`src/rtl/rsa_pkg.sv`:
```
// Shared types and helpers for the sequential RSA modular-exponentiation engine.
package rsa_pkg;

    typedef enum logic [2:0] {
        IDLE,
        REDUCE,
        SQR,
        MUL,
        FIN
    } state_t;

    // Edges from the start-sampling edge to the done edge on the normal path.
    function automatic logic [31:0] latency(input int unsigned w);
        return (w + 1) * (2 * w + 1) + 1;
    endfunction

endpackage

```
`src/rtl/mod_mult_serial.sv`:
```
// Interleaved shift-add modular multiplier: p = a*b mod n, MSB of b first.
// go is sampled on an edge; W bit steps follow and rdy pulses with the last one.
module mod_mult_serial #(
    parameter int W = 8
) (
    input  logic         clk,
    input  logic         rst,
    input  logic         go,
    input  logic [W-1:0] a,
    input  logic [W-1:0] b,
    input  logic [W-1:0] n,
    output logic         busy,
    output logic         rdy,
    output logic [W-1:0] p
);
    localparam int CW = $clog2(W);

    logic [W+1:0]  acc_reg;
    logic [W-1:0]  a_reg;
    logic [W-1:0]  b_reg;
    logic [W-1:0]  n_reg;
    logic [CW-1:0] cnt_reg;
    logic [W+1:0]  acc_next;

    // With a < n and acc < n the sum stays below 3n, so two subtractions suffice.
    function automatic logic [W+1:0] step(input logic [W+1:0] acc_v, input logic bit_v,
                                          input logic [W-1:0] a_v, input logic [W-1:0] n_v);
        logic [W+1:0] t;
        logic [W+1:0] nn;
        nn = {2'b00, n_v};
        t  = {acc_v[W:0], 1'b0} + (bit_v ? {2'b00, a_v} : '0);
        if (t >= nn) t = t - nn;
        if (t >= nn) t = t - nn;
        return t;
    endfunction

    assign acc_next = step(acc_reg, b_reg[W-1], a_reg, n_reg);

    always_ff @(posedge clk) begin
        if (rst) begin
            acc_reg <= '0;
            a_reg   <= '0;
            b_reg   <= '0;
            n_reg   <= '0;
            cnt_reg <= '0;
            busy    <= 1'b0;
            rdy     <= 1'b0;
            p       <= '0;
        end else begin
            rdy <= 1'b0;
            if (!busy && go) begin
                // First step uses the live operands; the rest come from the latched copies.
                acc_reg <= step('0, b[W-1], a, n);
                a_reg   <= a;
                b_reg   <= {b[W-2:0], 1'b0};
                n_reg   <= n;
                cnt_reg <= CW'(W - 1);
                busy    <= 1'b1;
            end else if (busy) begin
                acc_reg <= acc_next;
                b_reg   <= {b_reg[W-2:0], 1'b0};
                cnt_reg <= cnt_reg - 1'b1;
                if (cnt_reg == CW'(1)) begin
                    busy <= 1'b0;
                    rdy  <= 1'b1;
                    p    <= acc_next[W-1:0];
                end
            end
        end
    end

endmodule

```
`src/rtl/rsa_modexp_seq.sv`:
```
// Constant-time square-and-always-multiply modular exponentiation C = P^e mod n,
// sharing one serial modular multiplier across reduction, squaring and multiply.
module rsa_modexp_seq #(
    parameter int W = 8
) (
    input  logic         clk,
    input  logic         rst,
    input  logic         start,
    input  logic [W-1:0] P,
    input  logic [W-1:0] e,
    input  logic [W-1:0] n,
    output logic         busy,
    output logic         done,
    output logic [W-1:0] C,
    output logic         err
);
    import rsa_pkg::*;

    localparam int IW = $clog2(W);

    state_t        state_reg;
    logic [W-1:0]  p_reg;
    logic [W-1:0]  e_reg;
    logic [W-1:0]  n_reg;
    logic [W-1:0]  r_reg;
    logic [W-1:0]  base_reg;
    logic [IW-1:0] i_reg;
    logic          go_reg;
    logic          short_reg;
    logic          hold_reg;
    logic [31:0]   lat_cnt_reg;

    logic [W-1:0]  mult_a;
    logic [W-1:0]  mult_b;
    logic          mult_busy;
    logic          mult_rdy;
    logic [W-1:0]  mult_p;

    // REDUCE multiplies 1*P to get P mod n even when P >= n.
    always_comb begin
        mult_a = r_reg;
        mult_b = r_reg;
        case (state_reg)
            REDUCE:  begin mult_a = W'(1);   mult_b = p_reg; end
            MUL:     begin mult_a = base_reg; mult_b = r_reg; end
            default: begin mult_a = r_reg;   mult_b = r_reg; end
        endcase
    end

    mod_mult_serial #(.W(W)) u_mult (
        .clk  (clk),
        .rst  (rst),
        .go   (go_reg),
        .a    (mult_a),
        .b    (mult_b),
        .n    (n_reg),
        .busy (mult_busy),
        .rdy  (mult_rdy),
        .p    (mult_p)
    );

    always_ff @(posedge clk) begin
        if (rst) begin
            state_reg   <= IDLE;
            p_reg       <= '0;
            e_reg       <= '0;
            n_reg       <= '0;
            r_reg       <= '0;
            base_reg    <= '0;
            i_reg       <= '0;
            go_reg      <= 1'b0;
            short_reg   <= 1'b0;
            hold_reg    <= 1'b0;
            lat_cnt_reg <= '0;
            busy        <= 1'b0;
            done        <= 1'b0;
            C           <= '0;
            err         <= 1'b0;
        end else begin
            done   <= 1'b0;
            go_reg <= 1'b0;
            if (busy) lat_cnt_reg <= lat_cnt_reg + 1'b1;
            assert (!(go_reg && mult_busy));
            case (state_reg)
                IDLE: if (start) begin
                    p_reg       <= P;
                    e_reg       <= e;
                    n_reg       <= n;
                    i_reg       <= IW'(W - 1);
                    r_reg       <= W'(1);
                    busy        <= 1'b1;
                    err         <= 1'b0;
                    lat_cnt_reg <= 32'd1;
                    if (n >= W'(2)) begin
                        state_reg <= REDUCE;
                        go_reg    <= 1'b1;
                        short_reg <= 1'b0;
                    end else begin
                        state_reg <= FIN;
                        short_reg <= 1'b1;
                        hold_reg  <= 1'b1;
                    end
                end
                REDUCE: if (mult_rdy) begin
                    base_reg  <= mult_p;
                    state_reg <= SQR;
                    go_reg    <= 1'b1;
                end
                SQR: if (mult_rdy) begin
                    r_reg     <= mult_p;
                    state_reg <= MUL;
                    go_reg    <= 1'b1;
                end
                MUL: if (mult_rdy) begin
                    // The product is always computed; only the commit depends on e[i].
                    if (e_reg[i_reg]) r_reg <= mult_p;
                    if (i_reg == '0) begin
                        state_reg <= FIN;
                    end else begin
                        i_reg     <= i_reg - 1'b1;
                        state_reg <= SQR;
                        go_reg    <= 1'b1;
                    end
                end
                FIN: if (hold_reg) begin
                    hold_reg <= 1'b0;
                end else begin
                    assert (short_reg || lat_cnt_reg == latency(W));
                    done      <= 1'b1;
                    busy      <= 1'b0;
                    C         <= short_reg ? '0 : r_reg;
                    err       <= short_reg && (n_reg == '0);
                    state_reg <= IDLE;
                end
                default: state_reg <= IDLE;
            endcase
        end
    end

endmodule

```
`config.mk`:
```
export PLATFORM = sky130hd
export DESIGN_NAME = rsa_modexp_seq
export DESIGN_NICKNAME = d
export VERILOG_FILES = /design/src/rtl/rsa_pkg.sv /design/src/rtl/mod_mult_serial.sv /design/src/rtl/rsa_modexp_seq.sv
export SDC_FILE = /design/constraint.sdc
export NUM_CORES = 1
export LEC_CHECK = 0
export BUFFER_PORTS_ARGS = -buffer_cell sky130_fd_sc_hd__buf_4
export CAP_MARGIN = 30
export CORE_MARGIN = 4
export CORE_UTILIZATION = 55
export DETAILED_ROUTE_END_ITERATION = 8
export GPL_TIMING_DRIVEN = 0
export HOLD_SLACK_MARGIN = 0.03
export PLACE_DENSITY = 0.78
export REMOVE_ABC_BUFFERS = 1
export SLEW_MARGIN = 20
export SYNTH_ARGS = -nofsm -noshare
export SYNTH_HDL_FRONTEND = slang
export SYNTH_HIERARCHICAL = 1
export SYNTH_SLANG_ARGS = --single-unit
```
`constraint.sdc`:
```
create_clock -name clk -period 12.9 [get_ports clk]
set_input_delay 0.645 -clock clk [delete_from_list [all_inputs] [get_ports clk]]
set_output_delay 0.645 -clock clk [all_outputs]
set_load 0.05 [all_outputs]
```
# Word-level counts from Yosys, hierarchy flattened
# Index checks and enable logic that the tools add are counted.
# W data, S select, Z words.
word_totals:
  elab_cells: 131
  in_bits: 27
  reg_bits: 105
  output_inout_bits: 11
classes:
  magnitude_cmp: 6
  n_addsub: 7
  n_bitwise: 4
  mux: 57
  n_eq_ne: 13
  reduce_logical: 22
ops:
  columns: ["op", "count"]
  rows:
  - ["$mux W8", 10]
  - ["$ge A10 B8 Y1", 4]
  - ["$mux W10", 4]
  - ["$mux W3", 12]
  - ["$mux W9", 4]
  - ["$pmux W8 S3", 1]
  - ["$sub A10 B8 Y10", 2]
  - ["$mux W1", 18]
  - ["$sub A9 B8 Y9", 2]
  - ["$pmux W8 S2", 1]
  - ["$pmux W3 S5", 1]
  - ["$add A10 B8 Y10", 1]
  - ["$ne A2 B2 Y1 const B", 5]
  - ["$reduce_and A5 Y1", 2]
  - ["$reduce_and A3 Y1", 3]
  - ["$ge A8 B2 Y1 const B", 1]
  - ["$logic_not A8 Y1", 1]
  - ["$eq A3 B1 Y1 const B", 2]
  - ["$eq A3 B2 Y1 const B", 2]
  - ["$logic_not A3 Y1", 2]
  - ["$ne A2 B1 Y1 const B", 3]
  - ["$pmux W1 S2", 3]
  - ["$pmux W3 S2", 1]
  - ["$reduce_and A2 Y1", 3]
  - ["13 further kinds", 21]

# Depth between registers and ports, before layout
# Gate-level depths: netlist (run 1).
depth:
  ltp_word: 10
  mapped_depth: 27
  ltp_nobuf: 24

# Modules after synthesis
# Netlist (run 1), hierarchy kept.
by_module_without_submodules:
  columns: ["module", "n_inst", "cells_per_inst", "area_each_um2"]
  rows:
  - ["mod_mult_serial", 1, 529, 4175.3]
  - ["rsa_modexp_seq", 1, 311, 2635.0]

# Worst setup path after synthesis (run 1)
# No wires, ideal clock.
synth_path:
  kind: "register to register"
  from: "register u_mult.b_reg[7]"
  to: "register u_mult.acc_reg[3]"
  n_path_buf: 2
  period_less_slack_ns: 5.496
  setup_slack_ns: 7.404
  arrival_ns: 5.375
  stages_incl_launch_ff: 25
  path_cell_list: "dfxtp_1 -> and2_1 -> ha_1 -> fa_1 -> a21oi_1 -> nor2b_1 -> nor2_1 -> xnor2_1 -> ha_1 -> a21o_1 -> a21o_1 -> a21o_2 -> or4b_1 -> buf_6 -> mux2_4 -> ha_1 -> nor2b_1 -> o21ai_0 -> nand2b_1 -> nor2b_1 -> a211oi_1 -> nand3_1 -> or2_2 -> clkbuf_1 -> o311a_1"
synth_between:
  elab_chain_len: 8
  word_cells_on_any_way: 10
  classes_between: "add/sub (3); order compare (2); mux (5)"
synth_rtl:
  columns: ["element", "line_no", "text"]
  rows:
  - ["start, declared", "mod_mult_serial.sv:20", "logic [W-1:0] b_reg;"]
  - ["start signal, assigned", "mod_mult_serial.sv:55", "b_reg <= {b[W-2:0], 1'b0};"]
  - ["start signal, assigned", "mod_mult_serial.sv:61", "b_reg <= {b_reg[W-2:0], 1'b0};"]
  - ["$mux W8 *", "mod_mult_serial.sv:31", "t = {acc_v[W:0], 1'b0} + (bit_v ? {2'b00, a_v} : '0);"]
  - ["$add A10 B8 Y10 *", "mod_mult_serial.sv:31", null]
  - ["$sub A10 B8 Y10 / $ge A10 B8 Y1 (equally long branches)", "mod_mult_serial.sv:32", "if (t >= nn) t = t - nn;"]
  - ["$mux W10 *", "mod_mult_serial.sv:32", null]
  - ["$sub A9 B8 Y9 / $ge A10 B8 Y1 (equally long branches)", "mod_mult_serial.sv:33", "if (t >= nn) t = t - nn;"]
  - ["$mux W9 *", "mod_mult_serial.sv:33", null]
  - ["$mux W9 *", "mod_mult_serial.sv:59", "end else if (busy) begin"]
  - ["$mux W9 *", "mod_mult_serial.sv:51", "if (!busy && go) begin"]
  - ["end signal, assigned", "mod_mult_serial.sv:53", "acc_reg <= step('0, b[W-1], a, n);"]
  - ["end signal, assigned", "mod_mult_serial.sv:60", "acc_reg <= acc_next;"]
  - ["end, declared", "mod_mult_serial.sv:18", "logic [W+1:0] acc_reg;"]
# Every way passes the cells marked *; elsewhere a longest branch is shown, timed or not. The select of a mux whose other input is x is not followed.
# A chain may end at the register's enable or synchronous reset.

# Worst setup path in the final report (run 1)
# Ends and elaborated chain as after synthesis.

==> impl_metrics.json, run 1 <==
{
  "yosysWarnings": 6,
  "grt_pass1_vias": 5641,
  "gp_congestion": 0.944,
  "antenna_left": 0,
  "drc_errors": 0,
  "die_w_um": 119,
  "clk_transition_reported_paths_ns": 0.07,
  "vias": 6061,
  "r2r_cells": 22,
  "drt_pass1_iterations": 5,
  "drt_iter0_drc": 524,
  "hold_path.class": "flop to flop",
  "root_buffer": "clkbuf_16",
  "wl_per_cell_um": 16.2,
  "synth_cell_type_count": 87,
  "synth_seq_cells": 105,
  "hold_viol_final": 0,
  "synthSimpleGateAreaFrac": 0.225,
  "synth_xor_area_frac": 0.0347,
  "fin_skew_ns": 0.0100,
  "syn_to_final_growth_pct": 9.74,
  "finalSetupTns_ns": 0,
  "drv_cap": 0,
  "crit_required_ns": 13.13,
  "clk_latency_ns": 0.35,
  "muxShareOfSynthArea": 0.0522,
  "fin_nets": 927,
  "die_h_um": 119,
  "vias_per_cell": 5.91,
  "r2r-end": "u_mult/acc_reg[3]",
  "synth_top_family_by_area": "compound AO/OA/AOI/OAI gates",
  "fin_crit_sh": 0.527,
  "synth_area_um2": 6810,
  "cts_tree": "built",
  "critPathCaptureType": "flop",
  "grt_pass1_wl_um": 27600,
  "io_pins": 38,
  "nFillCells": 1049,
  "synth_edf_count": 0,
  "leakagePower_nw": 2.93,
  "largest_reg_flops": 9,
  "syn_inst": 840,
  "antenna_found_initial": 0,
  "ys_seq_area_frac": 0.309,
  "cts_hold_buf": 0,
  "period_minus_slack_ns": 6.80,
  "rsz0062_at_grt": "no",
  "synth_compound_area_frac": 0.236,
  "drive_gt1_frac": 0.124,
  "cts.sinks": 105,
  "wl_um": 16600,
  "post_cts_resized": 0,
  "worst_slew_margin_rel": 0.401,
  "grt_usage": 0.235,
  "ir_worst_vdd_mv": 0.206,
  "grt_overflow": 0,
  "worst_slack_ns": 6.10,
  "dieArea_um2": 14200,
  "final_cell_mix": "148 x nand2_1, 105 x dfxtp_1, 78 x a21oi_1",
  "core-area_um2": 12100,
  "crit_end": "u_mult/acc_reg[3]",
  "htree_levels": 3,
  "cts_buffers": 9,
  "start_util": 0.565,
  "hpwl_um": 12300,
  "synthFlopType": "dfxtp_1",
  "post_cts_buffers": 0,
  "design_area_um2": 7470,
  "place_area_um2": 7120,
  "status": "finished, final reports clean",
  "regArea_um2": 2100,
  "port_buffers": 37,
  "critPathLaunch": "u_mult/b_reg[7]",
  "grt_max_degree": 83,
  "critical_path_class": "flop to flop",
  "clock_path_buffers": 2,
  "rows": 40,
  "place_ws_ns": 6.28,
  "final_common_cell": "nand2_1",
  "p_per_area_nw_per_um2": 208,
  "ff2ff_setup_slack_ns": 6.10,
  "ys_async_sr_fraction": 0,
  "synth.avg_cell_area_um2": 8.11,
  "synthAdderAreaFrac": 0.0937,
  "crit_path_start_kind": "flop",
  "r2r_start": "u_mult/b_reg[7]",
  "multi_input_area_um2": 4380,
  "worstMarginPinSlew_ns": 0.899,
  "crit_arrival_ns": 7.03,
  "worstPathMaxFanout": 22,
  "antenna-diode-count": 0,
  "final-setup-viol-count": 0,
  "maxSlewViolCount": 0,
  "timing.fmax_ghz": 0.147,
  "hold_ws_ns": 0.455
}
## final cells by class
| class | count | area share |
|---|---|---|
| clock buffers | 9 | 0.0301 |
| clock inverters | 7 | 0.0117 |
| well taps | 168 | 0.0281 |
| flip-flops and latches | 105 | 0.281 |
| repair buffers | 43 | 0.0462 |
| inverters | 32 | 0.0161 |
| multi-input cells | 661 | 0.586 |
## worst max-delay path, cell delays in order, from the launching register on
cell and delay [ns]:
dfxtp_1 0.40, and2_1 0.18, ha_1 0.21, fa_1 0.42, a21oi_1 0.28, nor2b_1 0.08
nor2_1 0.12, xnor2_1 0.17, ha_1 0.32, a21o_1 0.21, a21o_1 0.17, a21o_2 0.23
or4b_1 0.71, mux2_4 0.41, ha_1 0.33, nor2b_1 0.15, o21ai_0 0.17, nand2b_1 0.15
nor2b_1 0.16, a211oi_1 0.33, nand3_1 0.57, or2_2 0.61, o311a_1 0.31
## per-layer routing
metal  GRT usage  vias up  wire [um]  share of wire
li1            -     3024          -              -
met1       0.318     2825       7570           0.46
met2       0.377      186       7640           0.46
met3      0.0423       26        962          0.058
met4      0.0789        0        445          0.027
met5           0        -          0              0
## power breakdown
part / total (mW) / switching [mW] / internal, mW / leakage (nW)
Clock: 0.284 / 0.130 / 0.154 / 0.151
Combinational: 0.904 / 0.554 / 0.350 / 1.93
Sequential: 0.363 / 0.0185 / 0.345 / 0.854
## stage by stage
step           utilization  power (mW)  instances
2_1_floorplan            -        1.03        798
3_3_place_gp         0.587        1.24       1003
3_5_place_dp         0.590        1.24       1006
4_1_cts              0.616        1.53       1022
5_1_grt              0.620        1.66       1025
6_report             0.620        1.55       1025
## Yosys cell counts, types with 9 or more instances
| master | count | area share |
|---|---|---|
| a22o_1 | 16 | 0.021 |
| dfxtp_1 | 105 | 0.31 |
| ha_1 | 43 | 0.079 |
| a21oi_1 | 78 | 0.057 |
| nand3_1 | 10 | 0.0073 |
| mux2_2 | 15 | 0.025 |
| nor2b_1 | 15 | 0.014 |
| nand2b_1 | 10 | 0.0092 |
| nand2_1 | 148 | 0.082 |
| xor2_1 | 9 | 0.012 |
| clkbuf_1 | 20 | 0.011 |
| a211oi_1 | 10 | 0.011 |
| nor3_1 | 16 | 0.012 |
| xnor2_1 | 18 | 0.023 |
| a21o_1 | 11 | 0.012 |
| mux2i_1 | 10 | 0.015 |
| and2_1 | 15 | 0.014 |
| o211ai_1 | 10 | 0.011 |
| inv_1 | 30 | 0.017 |
| o21ai_0 | 40 | 0.029 |
| nor2_1 | 55 | 0.030 |
| buf_2 | 10 | 0.0073 |
## worst min path at each step
stage | from | to | slack, ns | cells past startpoint
2_1_floorplan | u_mult/a_reg[1] | u_mult/a_reg[1] | 0.43 | 2
3_3_place_gp | e_reg[6] | e_reg[6] | 0.44 | 2
3_5_place_dp | p_reg[3] | p_reg[3] | 0.44 | 2
4_1_cts | p_reg[3] | p_reg[3] | 0.45 | 2
5_1_grt | p_reg[4] | p_reg[4] | 0.48 | 2
6_report | p_reg[3] | p_reg[3] | 0.46 | 2
## logic make-up after synthesis
logic type               Yosys count
XOR/XNOR                          27
flip-flops                       105
adder cells (fa/ha/maj)           48
AO/OA/AOI/OAI                    233
multiplexers                      31
buffers and inverters             74
AND/OR/NAND/NOR                  322
Note: power is estimated with default switching activity, not from simulation.
==> run 2, diff against run 1 <==
--- a/config.mk
+++ b/config.mk
@@ -5,6 +5,7 @@
 export SDC_FILE = /design/constraint.sdc
 export NUM_CORES = 1
 export LEC_CHECK = 0
+export ABC_AREA = 1
 export BUFFER_PORTS_ARGS = -buffer_cell sky130_fd_sc_hd__buf_4
 export CAP_MARGIN = 30
 export CORE_MARGIN = 4
==> constraint.sdc (replaced) <==
create_clock -name clk -period 7 [get_ports clk]
set_input_delay 0.35 -clock clk [delete_from_list [all_inputs] [get_ports clk]]
set_output_delay 0.35 -clock clk [all_outputs]
set_load 0.05 [all_outputs]
==> run 2 against run 1 <==
Effect of this change:
- global-route usage increased by 0.077 points
- worst hold slack lost 0.20 ns
- critical endpoint is now u_mult/acc_reg[7]
- sequential power increased by 93%
- synthesized area is 0.44% higher
- via count up 4.6%
- core utilization up 0.074 points
- highest routed layer unchanged
- first-iteration DRC count fell by 36%
==> impl_metrics.json, run 2 <==
{
  "status": "finished, final reports clean",
  "final-setup-viol-count": 0,
  "gp_congestion": 0.926,
  "fin_skew_ns": 0.00813,
  "yosysWarnings": 6,
  "drt_iter0_drc": 335,
  "synth_cell_type_count": 48,
  "crit_slowest_cell": "a211oi_1",
  "drv_cap": 0,
  "htree_levels": 3,
  "grt_pass1_wl_um": 27800,
  "port_buffers": 37,
  "hold_ws_ns": 0.258,
  "grt_pass1_vias": 5948,
  "crit_arrival_ns": 5.84,
  "die_w_um": 120,
  "wl_met1_um": 7390,
  "crit_path_start_kind": "flop",
  "start_util": 0.565,
  "critPathCaptureType": "flop",
  "top_layer_used": "met4",
  "synthTopCellsByCount": "237 x nand2_1, 131 x inv_1, 105 x dfxtp_1, 91 x nor2_1, 86 x a21oi_1",
  "finalSetupTns_ns": 0,
  "syn_to_final_growth_pct": 9.84,
  "grt_usage": 0.235,
  "final_common_cell": "nand2_1",
  "vias": 6339,
  "met2_length_um": 7630,
  "hold_path.class": "input pin to flop",
  "drive_gt1_frac": 0.106,
  "critical_path_class": "flop to flop",
  "cts_tree": "built",
  "cpPeakStageDelay_ns": 0.52,
  "dieArea_um2": 14300,
  "rsz0062_at_grt": "no",
  "antenna-diode-count": 0,
  "synth.avg_cell_area_um2": 6.77,
  "clk_latency_ns": 0.34,
  "drc_errors": 0,
  "synth_area_um2": 6840,
  "antenna_found_initial": 0,
  "maxSlewViolCount": 0,
  "worstPathMaxFanout": 18,
  "die_h_um": 120,
  "ys_async_sr_fraction": 0,
  "hold_viol_final": 0,
  "io_pins": 38,
  "crit_required_ns": 7.22,
  "fin_nets": 1105,
  "clock_path_buffers": 2,
  "grt_overflow": 0,
  "cts.sinks": 105,
  "ys_seq_area_frac": 0.307,
  "wl_per_cell_um": 13.5,
  "cts_hold_buf": 0,
  "synth_top_area_cell": "dfxtp_1",
  "fin_crit_sh": 0.803,
  "hpwl_um": 12400,
  "synthFlopType": "dfxtp_1",
  "synth_seq_cells": 105,
  "p_per_area_nw_per_um2": 436,
  "wl_um": 16300,
  "synth.most_common_cell": "nand2_1",
  "rows": 40,
  "syn_inst": 1011,
  "worstMarginPinSlew_ns": 0.728,
  "worst_slew_margin_rel": 0.513,
  "vias_per_cell": 5.27,
  "synthTopCellsByArea": "dfxtp_1 31%, nand2_1 13%, ha_1 7.9%",
  "period_minus_slack_ns": 5.62,
  "timing.fmax_ghz": 0.178,
  "nFillCells": 1182,
  "root_buffer": "clkbuf_16",
  "antenna_left": 0,
  "post_cts_buffers": 0,
  "largest_reg_flops": 9,
  "synth_top_cell_area_share": 0.307,
  "drt_pass1_iterations": 5,
  "core-area_um2": 12100,
  "crit_top_cell": "nand2_1",
  "route.met3.wl_um": 757,
  "clk_transition_reported_paths_ns": 0.07,
  "post_cts_resized": 0,
  "grt_max_degree": 42,
  "cts_buffers": 9,
  "synth_edf_count": 0,
  "final_cell_mix": "237 x nand2_1, 131 x inv_1, 105 x dfxtp_1",
  "ir_worst_vdd_mv": 0.223,
  "leakagePower_nw": 3.69
}
run 2: changes by cell type after synthesis, moves of 16 or more:
cell	before	now
inv_1	30	131
nand2_1	148	237
nand3_1	10	68
nor2_1	55	91
o21ai_0	40	75
nand2_2	0	20
a22o_1	16	0
run 2: power by group:
| group | total, mW | leakage [nW] | internal, mW | switching [mW] |
|---|---|---|---|---|
| clock | 0.519 | 0.147 | 0.291 | 0.228 |
| sequential | 0.700 | 0.859 | 0.658 | 0.0425 |
| combinational | 2.05 | 2.68 | 0.758 | 1.30 |
run 2: stage by stage:
stage,instance area [um2],cells,setup WS [ns],util,total power [mW]
finish,7510,1203,1.38,0.620,3.27
global route,7510,1203,0.781,0.620,3.62
CTS,7480,1201,1.07,0.618,3.27
detailed placement,7170,1185,1.11,0.592,2.74
global placement,7140,1183,1.20,0.589,2.70
floorplan,6650,978,2.49,-,2.35
run 2: worst max-delay path: cells and delay by family (launching register included):
family / cells / cell delay (ns)
AO/OA/AOI/OAI: 8 / 1.63
adder cells (fa/ha/maj): 3 / 0.81
buffers and inverters: 6 / 0.87
flip-flops: 1 / 0.45
AND/OR/NAND/NOR: 13 / 1.71
run 2: cell families after synthesis:
group                    count (synthesis)  share of synthesized area
AND/OR/NAND/NOR                        454                      0.293
AO/OA/AOI/OAI                          203                      0.166
buffers and inverters                  173                      0.105
flip-flops                             105                      0.307
adder cells (fa/ha/maj)                 48                     0.0933
XOR/XNOR                                28                     0.0359
run 2: path summary, 6_finish.rpt:
check | startpoint | end | slack (ns) | cells past startpoint
hold reg to reg | p_reg[0] | p_reg[0] | 0.45 | 2
setup / recovery | state_reg[0] | u_mult/acc_reg[7] | 1.38 | 30
setup reg to reg | state_reg[0] | u_mult/acc_reg[7] | 1.38 | 30
hold / removal | e[5] | e_reg[5] | 0.26 | 3
run 2: cell type report:
cell class	count	area [um2]	area share
multi-input combinational	733	4030	0.536
sequential	105	2100	0.280
inverter	140	527	0.0701
timing repair buffer	41	333	0.0443
clock buffer	10	239	0.0318
tap	168	210	0.0280
clock inverter	6	73.8	0.00983
run 2: metal layers:
layer,GRT usage,vias up
li1,-,3300
met1,0.309,2845
met2,0.390,163
met3,0.0391,31
met4,0.0880,0
met5,0,-
==> run 3, diff against run 2 <==
--- a/config.mk
+++ b/config.mk
@@ -13,7 +13,7 @@
 export DETAILED_ROUTE_END_ITERATION = 8
 export GPL_TIMING_DRIVEN = 0
 export HOLD_SLACK_MARGIN = 0.03
-export PLACE_DENSITY = 0.78
+export PLACE_DENSITY = 0.81
 export REMOVE_ABC_BUFFERS = 1
 export SLEW_MARGIN = 20
 export SYNTH_ARGS = -nofsm -noshare
==> constraint.sdc (replaced) <==
create_clock -name clk -period 4.55 [get_ports clk]
set_input_delay 0.2275 -clock clk [delete_from_list [all_inputs] [get_ports clk]]
set_output_delay 0.2275 -clock clk [all_outputs]
set_load 0.05 [all_outputs]
==> run 3 against run 2 <==
Effect of this change:
- die area did not move
- via count grew 9.5%
- final area increased by 13%
- first-iteration DRC count rose by 49%
- core utilization is 8.3 points higher
- non-clock buffer count rose by 43
- global-route usage grew 0.90 points
- clock power rose by 53%
- total power rose by 110%
- critical endpoint is now u_mult/acc_reg[6]
==> impl_metrics.json, run 3 (synthesized netlist as in run 2, its figures left out) <==
{
  "antenna_left": 0,
  "start_util": 0.565,
  "cp_top_family": "simple AND/OR/NAND/NOR gates",
  "crit_top_cell": "nand2_2",
  "worstMarginPinSlew_ns": 0.756,
  "wl_um": 19200,
  "status": "finished, final reports clean",
  "dieArea_um2": 14300,
  "maxSlewViolCount": 0,
  "antenna-diode-count": 0,
  "cts_hold_buf": 0,
  "critical_path_class": "flop to flop",
  "crit_slowest_cell": "dfxtp_4",
  "rsz0062_at_grt": "yes",
  "die_h_um": 120,
  "final_cell_mix": "213 x nand2_1, 123 x inv_1, 101 x dfxtp_1",
  "leakagePower_nw": 3.98,
  "wl_per_cell_um": 15.4,
  "drt_iter0_drc": 500,
  "final-setup-viol-count": 0,
  "port_buffers": 37,
  "critPathCaptureType": "flop",
  "final_common_cell": "nand2_1",
  "p_per_area_nw_per_um2": 817,
  "gp_congestion": 0.893,
  "crit_required_ns": 4.80,
  "die_w_um": 120,
  "cts.sinks": 105,
  "multi_input_area_um2": 4670,
  "syn_to_final_growth_pct": 24.5,
  "worstPathMaxFanout": 8,
  "place_ws_ns": -1.18,
  "grt_usage": 0.244,
  "fin_nets": 1150,
  "nFillCells": 990,
  "htree_levels": 3,
  "cpPeakStageDelay_ns": 0.37,
  "crit_path_start_kind": "flop",
  "hpwl_um": 12200,
  "antenna_found_initial": 0,
  "vias_per_cell": 5.56,
  "worst_slew_margin_rel": 0.494,
  "finalPower_mw": 6.96,
  "rows": 40,
  "crit_arrival_ns": 4.79,
  "place_inst": 1186,
  "hold_ws_ns": 0.129,
  "clk_latency_ns": 0.35,
  "hold_path.class": "input pin to flop",
  "cts_tree": "built",
  "period_minus_slack_ns": 4.54,
  "regArea_um2": 2110,
  "grt_pass1_vias": 6312,
  "drive_gt1_frac": 0.242,
  "fin_crit_sh": 0.997,
  "hold_viol_final": 0,
  "vias": 6941,
  "grt_overflow": 0,
  "clock_path_buffers": 2,
  "ir_worst_vdd_mv": 0.471,
  "root_buffer": "clkbuf_16",
  "drt_pass1_iterations": 6,
  "fin_cells": 1248,
  "cts_buffers": 9,
  "grt_pass1_wl_um": 28800,
  "crit_buf_inv": 4,
  "worst_slack_ns": 0.0124,
  "clk_transition_reported_paths_ns": 0.07,
  "timing.fmax_ghz": 0.220,
  "largest_reg_flops": 9,
  "fin_skew_ns": 0.00665,
  "grt_max_degree": 42,
  "core-area_um2": 12100,
  "drc_errors": 0,
  "io_pins": 38,
  "drv_cap": 0
}
## run 3: changes by cell type in the layout (fill, tap and decap cells not counted), sizes merged
cell    delta
buf       +43
clkinv     +2
nand2      +2
clkbuf     -1
inv        -1
## run 3: layout make-up
cell class / count / area share
clock buffers: 9 / 0.0264
clock inverters: 7 / 0.00926
inverters: 140 / 0.0623
multi-input cells: 735 / 0.549
flip-flops and latches: 105 / 0.248
well taps: 168 / 0.0247
repair buffers: 84 / 0.0804
## run 3: final timing paths
path	startpoint	end	slack, ns	cells past startpoint
max	u_mult/b_reg[7]	u_mult/acc_reg[6]	0.01	33
min	e[2]	e_reg[2]	0.13	3
max reg2reg	u_mult/b_reg[7]	u_mult/acc_reg[6]	0.01	33
min reg2reg	p_reg[3]	p_reg[3]	0.45	2
## run 3: report_power, final
| part | total (mW) | switching (mW) | internal [mW] | leakage (nW) |
|---|---|---|---|---|
| clock | 0.796 | 0.364 | 0.432 | 0.144 |
| sequential | 1.08 | 0.0688 | 1.01 | 0.862 |
| combinational | 5.08 | 2.90 | 2.19 | 2.98 |
## run 3: worst register-to-register path, delay by kind of cell (launching register included)
| kind | cells | cell delay (ns) |
|---|---|---|
| AND/OR/NAND/NOR | 19 | 1.81 |
| adder cells (fa/ha/maj) | 5 | 1.28 |
| AO/OA/AOI/OAI | 4 | 0.44 |
| flip-flops | 1 | 0.37 |
| buffers and inverters | 4 | 0.37 |
| XOR/XNOR | 1 | 0.15 |
## run 3: layer usage
metal,wire [um],global-route usage
met5,0,0
met4,766,0.115
met3,1130,0.0273
met2,9370,0.412
met1,7980,0.314
## run 3: per-stage QoR
step | cell area (um2) | setup TNS [ns] | utilization
global route | 8520 | -2.44 | 0.703
finish | 8520 | 0 | 0.703
global placement | 7140 | -11.42 | 0.589
floorplan | 6650 | 0 | -
detailed placement | 7180 | -12.39 | 0.593
CTS | 7900 | -0.0637 | 0.652
## run 3: timing repair
action,in CTS,in global routing
setup endpoints to repair,17,17
pin swaps,34,43
cloned,1,1
resized for setup,64,89
hold endpoints to repair,0,0
buffers inserted,25,18
